## src/rtl/mdio_master.sv

```systemverilog
// Clause-22 MDIO initiator: serialises single register reads/writes onto MDC/MDIO.
// Read capture is built only when MDIO_READ_EN is defined; otherwise rdata is 0 and reads flag err.
module mdio_master #(
  parameter int MDC_DIV  = 25,
  parameter int PRE_BITS = 32
) (
  input  logic        clk,
  input  logic        rst,
  input  logic        req,
  input  logic        op_rd,
  input  logic [4:0]  phy_addr,
  input  logic [4:0]  reg_addr,
  input  logic [15:0] wdata,
  output logic        ready,
  output logic        done,
  output logic [15:0] rdata,
  output logic        err,
  output logic        mdc,
  output logic        mdio_o,
  output logic        mdio_oe,
  input  logic        mdio_i
);

  if (MDC_DIV < 2) begin : g_bad_div
    $error("mdio_master: MDC_DIV must be >= 2");
  end

  localparam int HW = (MDC_DIV > 2) ? $clog2(MDC_DIV) : 1;
  localparam int BW = $clog2((PRE_BITS > 16) ? PRE_BITS : 16);

  localparam logic [HW-1:0] H_LAST   = HW'(MDC_DIV - 1);
  localparam logic [BW-1:0] PRE_LAST = BW'(PRE_BITS - 1);
  localparam logic [BW-1:0] HDR_LAST = BW'(13);
  localparam logic [BW-1:0] TA_LAST  = BW'(1);
  localparam logic [BW-1:0] DAT_LAST = BW'(15);

  typedef enum logic [2:0] {
    S_IDLE,
    S_PRE,
    S_HDR,
    S_TA,
    S_DATA,
    S_DONE
  } state_t;

  state_t          state_q, state_n;
  logic [HW-1:0]   hcnt_q, hcnt_n;
  logic [BW-1:0]   bcnt_q, bcnt_n;
  logic            mdc_q, mdc_n;
  logic            o_q, o_n;
  logic            oe_q, oe_n;
  logic [13:0]     hdr_q, hdr_n;
  logic [15:0]     sreg_q, sreg_n;
  logic            rd_q, rd_n;
  logic            err_q, err_n;
  logic            bit_last;
`ifdef MDIO_READ_EN
  logic [15:0]     rdata_q, rdata_n;
`endif

  always_ff @(posedge clk) begin
    if (rst) begin
      state_q <= S_IDLE;
      hcnt_q  <= '0;
      bcnt_q  <= '0;
      mdc_q   <= 1'b0;
      o_q     <= 1'b1;
      oe_q    <= 1'b0;
      hdr_q   <= '0;
      sreg_q  <= '0;
      rd_q    <= 1'b0;
      err_q   <= 1'b0;
`ifdef MDIO_READ_EN
      rdata_q <= '0;
`endif
    end else begin
      state_q <= state_n;
      hcnt_q  <= hcnt_n;
      bcnt_q  <= bcnt_n;
      mdc_q   <= mdc_n;
      o_q     <= o_n;
      oe_q    <= oe_n;
      hdr_q   <= hdr_n;
      sreg_q  <= sreg_n;
      rd_q    <= rd_n;
      err_q   <= err_n;
`ifdef MDIO_READ_EN
      rdata_q <= rdata_n;
`endif
    end
  end

  always_comb begin
    bit_last = 1'b0;
    case (state_q)
      S_PRE:   bit_last = (bcnt_q == PRE_LAST);
      S_HDR:   bit_last = (bcnt_q == HDR_LAST);
      S_TA:    bit_last = (bcnt_q == TA_LAST);
      S_DATA:  bit_last = (bcnt_q == DAT_LAST);
      default: bit_last = 1'b0;
    endcase
  end

  always_comb begin
    state_n = state_q;
    hcnt_n  = hcnt_q;
    bcnt_n  = bcnt_q;
    mdc_n   = mdc_q;
    o_n     = o_q;
    oe_n    = oe_q;
    hdr_n   = hdr_q;
    sreg_n  = sreg_q;
    rd_n    = rd_q;
    err_n   = err_q;
`ifdef MDIO_READ_EN
    rdata_n = rdata_q;
`endif
    case (state_q)
      S_IDLE: begin
        mdc_n = 1'b0;
        if (req) begin
          state_n = S_PRE;
          hcnt_n  = '0;
          bcnt_n  = '0;
          o_n     = 1'b1;
          oe_n    = 1'b1;
          hdr_n   = {2'b01, (op_rd ? 2'b10 : 2'b01), phy_addr, reg_addr};
          sreg_n  = wdata;
          rd_n    = op_rd;
`ifdef MDIO_READ_EN
          err_n   = 1'b0;
`else
          err_n   = op_rd;
`endif
        end
      end
      S_DONE: begin
        state_n = S_IDLE;
        mdc_n   = 1'b0;
      end
      default: begin
        if (hcnt_q != H_LAST) begin
          hcnt_n = hcnt_q + 1'b1;
        end else begin
          hcnt_n = '0;
          if (!mdc_q) begin
            mdc_n = 1'b1;
`ifdef MDIO_READ_EN
            // last low cycle: sample just before MDC rises
            if (rd_q && state_q == S_TA && bcnt_q == TA_LAST)
              err_n = mdio_i;
            if (rd_q && state_q == S_DATA)
              rdata_n = {rdata_q[14:0], mdio_i};
`endif
          end else begin
            mdc_n = 1'b0;
            if (bit_last) begin
              bcnt_n = '0;
              case (state_q)
                S_PRE:   state_n = S_HDR;
                S_HDR:   state_n = S_TA;
                S_TA:    state_n = S_DATA;
                default: state_n = S_DONE;
              endcase
            end else begin
              bcnt_n = bcnt_q + 1'b1;
            end
            // drive the next bit together with the MDC falling edge
            case (state_n)
              S_PRE: begin
                o_n  = 1'b1;
                oe_n = 1'b1;
              end
              S_HDR: begin
                o_n   = hdr_q[13];
                oe_n  = 1'b1;
                hdr_n = {hdr_q[12:0], 1'b0};
              end
              S_TA: begin
                o_n  = rd_q ? 1'b1 : ~bcnt_n[0];
`ifdef MDIO_READ_EN
                oe_n = ~rd_q;
`else
                oe_n = 1'b1;
`endif
              end
              S_DATA: begin
                o_n  = rd_q ? 1'b1 : sreg_q[15];
`ifdef MDIO_READ_EN
                oe_n = ~rd_q;
`else
                oe_n = 1'b1;
`endif
                if (!rd_q)
                  sreg_n = {sreg_q[14:0], 1'b0};
              end
              S_DONE: begin
                o_n  = 1'b1;
                oe_n = 1'b0;
              end
              default: begin
                o_n  = o_q;
                oe_n = oe_q;
              end
            endcase
          end
        end
      end
    endcase
  end

  assign ready   = (state_q == S_IDLE);
  assign done    = (state_q == S_DONE);
  assign err     = err_q;
  assign mdc     = mdc_q;
  assign mdio_o  = o_q;
  assign mdio_oe = oe_q;

`ifdef MDIO_READ_EN
  assign rdata = rdata_q;
`else
  logic unused_mdio_i;
  assign unused_mdio_i = mdio_i;
  assign rdata = '0;
`endif

endmodule

```

## config.mk

```make
export PLATFORM = sky130hd
export DESIGN_NAME = mdio_master
export DESIGN_NICKNAME = d
export VERILOG_FILES = /design/src/rtl/mdio_master.sv
export SDC_FILE = /design/constraint.sdc
export NUM_CORES = 1
export LEC_CHECK = 0
export ABC_AREA = 1
export CAP_MARGIN = 20
export CORE_MARGIN = 2
export CORE_UTILIZATION = 45
export CTS_CLUSTER_DIAMETER = 60
export DETAILED_ROUTE_END_ITERATION = 6
export PLACE_DENSITY = 0.73
export SLEW_MARGIN = 10
export SYNTH_ARGS = -nofsm -noshare
export SYNTH_HDL_FRONTEND = slang
export SYNTH_SLANG_ARGS = --single-unit
```

## constraint.sdc

```tcl
create_clock -name clk -period 2.8 [get_ports clk]
set_clock_uncertainty 0.15 [all_clocks]
set_input_delay 0.28 -clock clk [delete_from_list [all_inputs] [get_ports clk]]
set_output_delay 0.28 -clock clk [all_outputs]
set_load 0.05 [all_outputs]
```

* Word level (Yosys, flattened, before mapping) *
Cells that the tools add are included.

cells by class
  equal/unequal tests = 19
  mux-type cells = 44
  bitwise logic cells = 2
  add/subtract/negate cells = 2
  reductions and logical operators = 19

operators with widths
  kind                 count
  $mux 16              5
  $mux 14              4
  $mux 5               8
  $pmux 16 s2          1
  $pmux 14 s2          1
  $mux 3               7
  $pmux 5 s2           2
  $reduce_and 5->1     3
  $eq 3x2->1 const B   4
  $eq 3x3->1 const B   4
  $add 5x1->5 const B  2
  $eq 5x4->1 const B   2
  $pmux 3 s3           1
  $mux 1               8
  $pmux 1 s4           2
  $eq 3x1->1 const B   2
  $ne 2x2->1 const B   3
  $pmux 1 s2           3
  $pmux 3 s2           1
  $reduce_and 6->1     1
  $reduce_bool 2->1    3
  $reduce_bool 3->1    2
  $eq 5x1->1 const B   1
  $eq 5x5->1 const B   1
  12 further kinds     15

storage, ports and cells
  flip-flop bits (word level) = 47
  logic and storage cells = 95
  output and inout port bits = 22
  bits of input ports = 31

* Logic depth before layout (Yosys ltp) *
Gate-level depths: netlist (run 1).

  depth after elaboration = 12
  depth in mapped cells = 18

* Worst setup path before layout (run 1) *
No wires, ideal clock.

  path type = register to register
  start point = register state_q[2]
  end point = register sreg_q[11]
  path slack = 0.325 ns
  cell stages (with the launch flop) = 13
  required time = 2.537 ns
  library setup time = 0.113 ns
  arrival = 2.212 ns
  buffers on the path = 1
  cells stage by stage = dfxtp_1 > nand2_1 > nor2_1 > inv_2 > nand2_1 > inv_2 > nand2_1 > nor2_1 > a31oi_4 > buf_6 > nand2_1 > nand2_1 > nor2_1

between the ends
  elaborated cells on any way between the ends = 21
  classes of those cells = eq/ne (9); mux (7); bitwise (1); reduce/logical (4)

RTL lines
  what                               line  text
  from (decl)                        46    state_t state_q, state_n;
  from (signal assigned)             77    state_q <= state_n;
  $eq 3x3->1 (*)                     -
  via done                           15    output logic done,
  $not 1->1 (no source line)         -
  $reduce_and 6->1 (no source line)  -
  to (signal assigned)               84    sreg_q <= sreg_n;
  to (decl)                          53    logic [15:0] sreg_q, sreg_n;

Mark *: on every way through the listed nets, which the timed path passes. The rest lies on a longest branch. The select of a mux whose other input is x is not followed.
A chain may end at the register's enable or synchronous reset.

* Final worst setup path (run 1) *
  start point = register state_q[0]
  end point = register sreg_q[9]

between the ends
  cells in the longest elaborated chain, start to end = 9
  elaborated cells on any way between the ends = 21
  classes of those cells = eq/ne (9); mux (7); bitwise (1); reduce/logical (4)

RTL lines
  what                                             line     text
  $eq 3x3->1 (tied with other cells)               95       case (state_q)
  $pmux 1 s4 / $pmux 3 s3 (equally long branches)  95, 159
  $mux 3                                           157      if (bit_last) begin
  $mux 3                                           146      if (!mdc_q) begin
  $mux 3                                           142      if (hcnt_q != H_LAST) begin
  $mux 3                                           118      case (state_q)
  $eq 3x3->1                                       169      case (state_n)
  $reduce_bool 2->1 (no source line)               -
  $reduce_and 6->1 (no source line)                -

Parallel ways exist; a longest one is shown, timed or not. The select of a mux whose other input is x is not followed.

==> report_table.html, run 1 <==
<table>
<tr><th>Metric</th><th>Value</th></tr>
<tr><th colspan="2">Power</th></tr>
<tr><td>Cell Pwr Density</td><td>598 nW/um2</td></tr>
<tr><td>Max IR drop VDD</td><td>411 uV</td></tr>
<tr><td>Overall power consumption</td><td>1.88 mW</td></tr>
<tr><td>Standby leakage power</td><td>around 1.5 nW</td></tr>
<tr><th colspan="2">Timing</th></tr>
<tr><td>TNS Setup</td><td>0 ps</td></tr>
<tr><td>Remaining max-slew budget at the tightest pin</td><td>46.6%</td></tr>
<tr><td>Worst-Margin Slew</td><td>799 ps</td></tr>
<tr><td>Crit path setup slack, layout</td><td>roughly 310 ps</td></tr>
<tr><td>Share of the cycle needed by the critical path after routing</td><td>89.0%</td></tr>
<tr><td>Highest clock frequency the design can meet</td><td>401 MHz</td></tr>
<tr><td>Final hold slack</td><td>between 300 and 400 ps</td></tr>
<tr><td>Number of hold violations in the final report</td><td>0</td></tr>
<tr><td>Setup Viol. Count Final</td><td>0</td></tr>
<tr><td>Final critical path time including I/O delays and setup</td><td>2490 ps</td></tr>
<tr><td>Count of pins over their slew limit</td><td>0</td></tr>
<tr><th colspan="2">CTS</th></tr>
<tr><td>Clock slew seen by the registers of the worst setup and hold paths</td><td>90 ps</td></tr>
<tr><td>Later-pin clock latency in the skew report</td><td>roughly 300 ps</td></tr>
<tr><td>Number of buffers added by the clock tree synthesis step</td><td>5</td></tr>
<tr><td>Number of sinks handled by clock tree synthesis</td><td>47</td></tr>
<tr><td>Total number of H-tree levels</td><td>2</td></tr>
<tr><td>Post-CTS setup buffer count</td><td>0</td></tr>
<tr><td>Maximum buffer depth of the clock tree</td><td>2</td></tr>
<tr><td>Clock tree from TritonCTS</td><td>done</td></tr>
<tr><td>Number of hold buffers added after cts</td><td>0</td></tr>
<tr><td>Clock Root Buffer</td><td>clkbuf_8</td></tr>
<tr><td>Gates resized, CTS repair</td><td>0</td></tr>
<tr><th colspan="2">Layout</th></tr>
<tr><td>Share of post-route cells with drive strength above 1</td><td>8.37%</td></tr>
<tr><td>Antenna fix cells</td><td>0</td></tr>
<tr><td>Synth-to-Final Area Change</td><td>16.7%</td></tr>
<tr><td>Filler instances</td><td>566</td></tr>
<tr><td>Most frequent cells in the layout</td><td>nand2_1 (126), nor2_1 (67), dfxtp_1 (47)</td></tr>
<tr><td>Most frequent standard cell in the layout excluding fill and tap cells</td><td>nand2_1</td></tr>
<tr><td>Count of nets after finishing</td><td>487</td></tr>
<tr><td>Post-route insts no fill</td><td>529</td></tr>
<tr><th colspan="2">Critical path</th></tr>
<tr><td>R2r startpoint</td><td>state_q[0]</td></tr>
<tr><td>Critical path, cell by cell</td><td>nand2_1 &gt; nor2_1 &gt; inv_2 &gt; nand2_1 &gt; inv_2 &gt; nand2_1 &gt; nor2_1 &gt; a31oi_2 &gt; nor2_1 &gt; nor2_1</td></tr>
<tr><td>Endpoint of the lowest-slack register-to-register path</td><td>sreg_q[9]</td></tr>
<tr><td>Count of cell instances traversed by the critical path</td><td>10</td></tr>
<tr><td>Cell class contributing the biggest share of worst-path delay</td><td>simple AND/OR/NAND/NOR gates</td></tr>
<tr><td>Slowest-stage cell, CP</td><td>a31oi_2</td></tr>
<tr><td>Critical path capture point type</td><td>flip-flop</td></tr>
<tr><td>Launching element type of the critical path</td><td>flip-flop</td></tr>
<tr><td>Class of the most critical setup path</td><td>reg -&gt; reg</td></tr>
<tr><td>Buffers &amp; Inverters on Critical Path</td><td>2</td></tr>
<tr><td>Most prevalent standard cell on the critical path</td><td>nor2_1</td></tr>
<tr><td>Critical path data required time</td><td>between 2000 and 3000 ps</td></tr>
<tr><td>Arrival time of data at the critical path endpoint</td><td>2580 ps</td></tr>
<tr><td>Reg-to-reg slack, setup</td><td>310 ps</td></tr>
<tr><td>Path depth of the worst reg2reg path</td><td>10</td></tr>
<tr><td>Delay of the slowest cell on the worst path</td><td>690 ps</td></tr>
<tr><td>Worst-path maximum fanout</td><td>16</td></tr>
<tr><th colspan="2">Floorplan</th></tr>
<tr><td>Height of the chip</td><td>81.4 um</td></tr>
<tr><td>Ports</td><td>53</td></tr>
<tr><td>Die width</td><td>81.4 um</td></tr>
<tr><td>Number of core rows</td><td>28</td></tr>
<tr><td>Area of the placeable core</td><td>5850 um2</td></tr>
<tr><td>Die area</td><td>6630 um2</td></tr>
<tr><td>Effective utilization at floorplan</td><td>approximately 46%</td></tr>
<tr><th colspan="2">Route</th></tr>
<tr><td>DRC marker count from the first detailed-route iteration</td><td>81</td></tr>
<tr><td>Mean routed wirelength per cell</td><td>10.5 um</td></tr>
<tr><td>Drt pass-1 iters</td><td>4</td></tr>
<tr><td>Count of vias placed by the detailed router</td><td>approximately 2.5k</td></tr>
<tr><td>Detail Route Antenna Nets</td><td>0</td></tr>
<tr><td>Mean number of vias per cell</td><td>4.72</td></tr>
<tr><td>Aggregate routed wire length</td><td>between 5 and 6 mm</td></tr>
<tr><td>Total DRC errors in the routed layout</td><td>0</td></tr>
<tr><th colspan="2">Synth</th></tr>
<tr><td>Asr flop ratio synth</td><td>0%</td></tr>
<tr><td>Count of cell types in the netlist</td><td>34</td></tr>
<tr><td>Register bit count reported by yosys</td><td>47</td></tr>
<tr><td>Sequential element share of the synthesized area</td><td>34.9%</td></tr>
<tr><td>Most instantiated flip-flop cell in the synthesis netlist</td><td>dfxtp_1</td></tr>
<tr><td>Yosys warns</td><td>0</td></tr>
<tr><td>Cells after Synth</td><td>422</td></tr>
<tr><td>Total standard cell area after synthesis</td><td>2700 um2</td></tr>
<tr><td>EDFF count, synth</td><td>0</td></tr>
<tr><td>Average footprint of a synthesized cell</td><td>~6.4 um2</td></tr>
<tr><th colspan="2">Place</th></tr>
<tr><td>Placed cell count</td><td>520</td></tr>
<tr><td>Routability Congestion</td><td>0.842</td></tr>
<tr><td>Post-Place Worst Slack</td><td>313 ps</td></tr>
<tr><td>Placed wire-length estimate</td><td>roughly 3.8 mm</td></tr>
<tr><td>Number of input and output port buffers inserted</td><td>35</td></tr>
<tr><th colspan="2">Flow run</th></tr>
<tr><td>Number of violations of the max-capacitance limit</td><td>0</td></tr>
<tr><th colspan="2">GRT</th></tr>
<tr><td>First-pass GRT wire length</td><td>9.20 mm</td></tr>
<tr><td>Total congestion overflow after global routing</td><td>0</td></tr>
<tr><td>Via count of the first global-routing pass</td><td>between 2k and 2.5k</td></tr>
<tr><td>Largest net degree at the start of global routing</td><td>34</td></tr>
<tr><td>Global router's overall resource usage</td><td>17.4%</td></tr>
<tr><td>Antenna violations before repair</td><td>0</td></tr>
<tr><th colspan="2">Hold path</th></tr>
<tr><td>Worst hold path stage count</td><td>2</td></tr>
<tr><td>Capture endpoint of the worst hold path</td><td>hdr_q[9]</td></tr>
<tr><td>Critical hold path startpoint</td><td>hdr_q[9]</td></tr>
<tr><td>Class of the worst hold path</td><td>reg -&gt; reg</td></tr>
<tr><th colspan="2">Outcome</th></tr>
<tr><td>Result of the run</td><td>complete, no violations</td></tr>
</table>
## tightest hold or removal path: stages (launching register included)
cell and delay, ps:
dfxtp_1 310, inv_1 60, a21oi_1 60
## per-layer routing
layer / share of wire (%) / wire (um) / GRT usage [%]
met5: 0 / 0 / 0
met4: 1.3 / 75 / 5.93
met3: 5.2 / 290 / 2.97
met2: 45 / 2500 / 29.6
met1: 49 / 2710 / 22.3
## cell type report
| class | instances | area (um2) | share of cell area [%] |
|---|---|---|---|
| multi-input cells | 309 | 1410 | 44.9 |
| repair buffers | 41 | 393 | 12.5 |
| clock buffers | 6 | 82.6 | 2.62 |
| inverters | 49 | 184 | 5.84 |
| well taps | 75 | 93.8 | 2.98 |
| flip-flops and latches | 47 | 941 | 29.9 |
| clock inverters | 2 | 38.8 | 1.23 |
## synthesized netlist by cell type, types with 5 or more instances
master	instances	share of area, %
a21oi_1	14	2.6
buf_4	19	5.3
clkbuf_1	5	0.70
dfxtp_1	47	35
inv_1	42	5.8
inv_2	6	0.83
nand2_1	126	18
nand2_2	5	1.2
nand3_1	14	2.6
nand4_1	5	1.2
nor2_1	67	9.3
o21ai_0	29	5.4
o21ai_1	5	0.93
## how the worst max path moves through the flow
stage                     startpoint          to
after CTS                 state_q[1]   sreg_q[6]
after floorplan           state_q[2]  sreg_q[11]
after global placement    state_q[1]  sreg_q[11]
after global routing      state_q[1]  sreg_q[12]
after detailed placement  state_q[1]   sreg_q[6]
final                     state_q[0]   sreg_q[9]
## metrics by stage
stage          area [um2]  util [%]
2_1_floorplan        2750         -
3_3_place_gp         3010      51.5
3_5_place_dp         3010      51.5
4_1_cts              3130      53.6
5_1_grt              3150      53.8
6_report             3150      53.8
## registers in the layout (all words and copies together), names as in the netlist, 3 cells and up
name and cells:
state_q 3, bcnt_q 5, hdr_q 14, hcnt_q 5, sreg_q 16
## cells by family after synthesis
family | after synthesis | share of synthesized area, %
other cells | 1 | 0.139
xor+xnor | 1 | 0.325
flops | 47 | 34.9
buf+inv | 82 | 15.3
compound gates | 56 | 11.8
fa+ha+maj | 3 | 1.39
simple gates | 232 | 36.2
## report_power, final
part | total, mW | internal, mW | switching [mW] | leakage (nW)
clock network | 0.533 | 0.294 | 0.239 | 0.0618
registers | 0.780 | 0.743 | 0.0364 | 0.387
logic | 0.570 | 0.187 | 0.383 | 1.04
(Power assumes the default switching activity.)
==> run 2, diff against run 1 <==
--- a/config.mk
+++ b/config.mk
@@ -9,6 +9,7 @@
 export CAP_MARGIN = 20
 export CORE_MARGIN = 2
 export CORE_UTILIZATION = 45
+export CTS_BUF_LIST = sky130_fd_sc_hd__clkbuf_4
 export CTS_CLUSTER_DIAMETER = 60
 export DETAILED_ROUTE_END_ITERATION = 6
 export PLACE_DENSITY = 0.73
==> run 2 against run 1 <==
  * Flip-flop and latch count unchanged
  * Combinational power barely moved
  * Sequential share of layout area rose by 0.40 points
  * Highest routed layer unchanged
==> report_table.html, run 2 (same netlist as run 1, synthesis figures left out) <==
<table>
<tr><th>Metric</th><th>Value</th></tr>
<tr><th colspan="2">GRT</th></tr>
<tr><td>Global routing's busiest layer</td><td>met2</td></tr>
<tr><td>Total congestion overflow after global routing</td><td>0</td></tr>
<tr><td>Antenna violations before repair</td><td>0</td></tr>
<tr><td>Global router's overall resource usage</td><td>17.3%</td></tr>
<tr><td>Met3 track demand over resource</td><td>3.30%</td></tr>
<tr><td>Via count of the first global-routing pass</td><td>2208</td></tr>
<tr><td>Largest net degree at the start of global routing</td><td>34</td></tr>
<tr><td>First-pass GRT wire length</td><td>a little over 9 mm</td></tr>
<tr><td>Met1 demand-to-capacity share in global routing</td><td>22.2%</td></tr>
<tr><td>Fraction of met2 tracks used by global routing</td><td>29.8%</td></tr>
<tr><th colspan="2">CTS</th></tr>
<tr><td>Clock Root Buffer</td><td>clkbuf_4</td></tr>
<tr><td>Clock tree from TritonCTS</td><td>done</td></tr>
<tr><td>Later-pin clock latency in the skew report</td><td>360 ps</td></tr>
<tr><td>Number of buffers added by the clock tree synthesis step</td><td>5</td></tr>
<tr><td>Total number of H-tree levels</td><td>2</td></tr>
<tr><td>Number of hold buffers added after cts</td><td>0</td></tr>
<tr><td>Clock slew seen by the registers of the worst setup and hold paths</td><td>140 ps</td></tr>
<tr><td>Maximum buffer depth of the clock tree</td><td>2</td></tr>
<tr><td>Number of sinks handled by clock tree synthesis</td><td>47</td></tr>
<tr><th colspan="2">Power</th></tr>
<tr><td>Comb pwr share</td><td>32.4%</td></tr>
<tr><td>Switching power as a share of total power</td><td>36.4%</td></tr>
<tr><td>Switching power summed over all nets</td><td>approximately 0.64 mW</td></tr>
<tr><td>Standby leakage power</td><td>1.47 nW</td></tr>
<tr><td>Clock share of power</td><td>23.3%</td></tr>
<tr><td>Sequential share of power</td><td>44.3%</td></tr>
<tr><td>Max IR drop VDD</td><td>309 uV</td></tr>
<tr><td>Cell Pwr Density</td><td>567 nW/um2</td></tr>
<tr><td>Int Power</td><td>1.12 mW</td></tr>
<tr><th colspan="2">Layout</th></tr>
<tr><td>Top Registers</td><td>sreg_q (16), hdr_q (14)</td></tr>
<tr><td>Core occupancy in the finished layout</td><td>53.1%</td></tr>
<tr><td>Register ranked first by flip-flop count</td><td>sreg_q</td></tr>
<tr><td>Filler instances</td><td>574</td></tr>
<tr><td>Most frequent cells in the layout</td><td>nand2_1 (126), nor2_1 (67), dfxtp_1 (47)</td></tr>
<tr><td>Antenna fix cells</td><td>0</td></tr>
<tr><td>Most frequent standard cell in the layout excluding fill and tap cells</td><td>nand2_1</td></tr>
<tr><td>Flip-flop count of the largest register after layout</td><td>16</td></tr>
<tr><td>Share of post-route cells with drive strength above 1</td><td>8.15%</td></tr>
<tr><td>Post-route insts no fill</td><td>529</td></tr>
<tr><td>Count of nets after finishing</td><td>487</td></tr>
<tr><td>Synth-to-Final Area Change</td><td>15.1%</td></tr>
<tr><th colspan="2">Floorplan</th></tr>
<tr><td>Area of the placeable core</td><td>5850 um2</td></tr>
<tr><td>Number of core rows</td><td>28</td></tr>
<tr><td>Ports</td><td>53</td></tr>
<tr><td>Height of the chip</td><td>between 80 and 90 um</td></tr>
<tr><td>Die width</td><td>81.4 um</td></tr>
<tr><td>Effective utilization at floorplan</td><td>46.1%</td></tr>
<tr><td>Die area</td><td>6630 um2</td></tr>
<tr><th colspan="2">Timing</th></tr>
<tr><td>TNS Setup</td><td>0 ps</td></tr>
<tr><td>Setup Viol. Count Final</td><td>0</td></tr>
<tr><td>Number of hold violations in the final report</td><td>0</td></tr>
<tr><td>Count of pins over their slew limit</td><td>0</td></tr>
<tr><td>Final critical path time including I/O delays and setup</td><td>2540 ps</td></tr>
<tr><td>Share of the cycle needed by the critical path after routing</td><td>roughly nine tenths</td></tr>
<tr><td>Worst-Margin Slew</td><td>around 800 ps</td></tr>
<tr><td>Remaining max-slew budget at the tightest pin</td><td>47.7%</td></tr>
<tr><td>Highest clock frequency the design can meet</td><td>~390 MHz</td></tr>
<tr><th colspan="2">Critical path</th></tr>
<tr><td>Path depth of the worst reg2reg path</td><td>12</td></tr>
<tr><td>Critical path data required time</td><td>2370 ps</td></tr>
<tr><td>Class of the most critical setup path</td><td>reg -&gt; out</td></tr>
<tr><td>Crit path capture</td><td>done</td></tr>
<tr><td>Endpoint of the lowest-slack register-to-register path</td><td>sreg_q[12]</td></tr>
<tr><td>Arrival time of data at the critical path endpoint</td><td>2110 ps</td></tr>
<tr><td>R2r startpoint</td><td>state_q[1]</td></tr>
<tr><td>Critical path capture point type</td><td>primary output</td></tr>
<tr><td>Launching element type of the critical path</td><td>flip-flop</td></tr>
<tr><td>Origin of the worst setup path</td><td>state_q[0]</td></tr>
<tr><td>Reg-to-reg slack, setup</td><td>300 ps</td></tr>
<tr><td>Worst-path maximum fanout</td><td>7</td></tr>
<tr><th colspan="2">Place</th></tr>
<tr><td>Placed cell count</td><td>520</td></tr>
<tr><td>Number of input and output port buffers inserted</td><td>35</td></tr>
<tr><td>Routability Congestion</td><td>0.842</td></tr>
<tr><td>Placed wire-length estimate</td><td>3.80 mm</td></tr>
<tr><th colspan="2">Route</th></tr>
<tr><td>Count of vias placed by the detailed router</td><td>2480</td></tr>
<tr><td>Drt pass-1 iters</td><td>5</td></tr>
<tr><td>DRC marker count from the first detailed-route iteration</td><td>74</td></tr>
<tr><td>Aggregate routed wire length</td><td>5.54 mm</td></tr>
<tr><td>Mean routed wirelength per cell</td><td>10.5 um</td></tr>
<tr><td>Mean number of vias per cell</td><td>between 4 and 5</td></tr>
<tr><td>Detail Route Antenna Nets</td><td>0</td></tr>
<tr><td>Total DRC errors in the routed layout</td><td>0</td></tr>
<tr><th colspan="2">Hold path</th></tr>
<tr><td>Class of the worst hold path</td><td>reg -&gt; reg</td></tr>
<tr><td>Critical hold path startpoint</td><td>hdr_q[9]</td></tr>
<tr><th colspan="2">Flow run</th></tr>
<tr><td>Number of violations of the max-capacitance limit</td><td>0</td></tr>
<tr><th colspan="2">Outcome</th></tr>
<tr><td>Result of the run</td><td>complete, no violations</td></tr>
</table>
-- run 2: cell types whose count changed in the layout (fill, tap and decap cells not counted) --
cell / change
clkbuf_8: -6
clkbuf_4: +5
clkinv_1: +1
-- run 2: how the worst min path moves through the flow --
| stage | to | depth (start not counted) |
|---|---|---|
| floorplan | err | 1 |
| global placement | hdr_q[9] | 2 |
| detailed placement | hdr_q[9] | 2 |
| CTS | hdr_q[0] | 3 |
| global route | hdr_q[0] | 3 |
| finish | hdr_q[9] | 2 |
-- run 2: power groups by stage --
stage | Combinational, mW | Clock (mW) | Sequential (mW)
after floorplan | 0.437 | 0 | 0.810
after global placement | 0.552 | 0 | 0.793
after detailed placement | 0.559 | 0 | 0.795
after CTS | 0.563 | 0.423 | 0.780
after global routing | 0.654 | 0.449 | 0.789
final | 0.570 | 0.410 | 0.780
-- run 2: critical path, cell delays in order, from the launching register on --
cell             delay [ps]
dfxtp_1                 480
nand2_1                 160
nor2_1                  250
clkdlybuf4s50_1         860
-- run 2: layout make-up --
class	count	area, um2	share of cell area [%]
multi-input combinational	309	1410	45.5
inverter	49	184	5.92
clock buffer	5	37.5	1.21
tap	75	93.8	3.02
clock inverter	3	42.5	1.37
timing repair buffer	41	393	12.7
sequential	47	941	30.3
-- run 2: layer usage --
| metal | wire, um | share of wire, % |
|---|---|---|
| met3 | 261 | 4.7 |
| met2 | 2500 | 45 |
| met1 | 2730 | 49 |
| met4 | 44 | 0.79 |
| met5 | 0 | 0 |
-- run 2: repair_timing --
item | in CTS | in global routing
endpoints found under the hold margin | 0 | 0
setup endpoints to repair | 0 | 1
resized for setup | 0 | 0
buffers inserted | 0 | 0
-- run 2: stage by stage --
step	power, mW	hold WS [ps]	instance area (um2)	worst slack (ps)
2_1_floorplan	1.25	247	2750	325
3_3_place_gp	1.34	298	3010	357
3_5_place_dp	1.35	305	3010	313
4_1_cts	1.77	320	3090	280
5_1_grt	1.89	334	3110	-4.91
6_report	1.76	319	3110	264
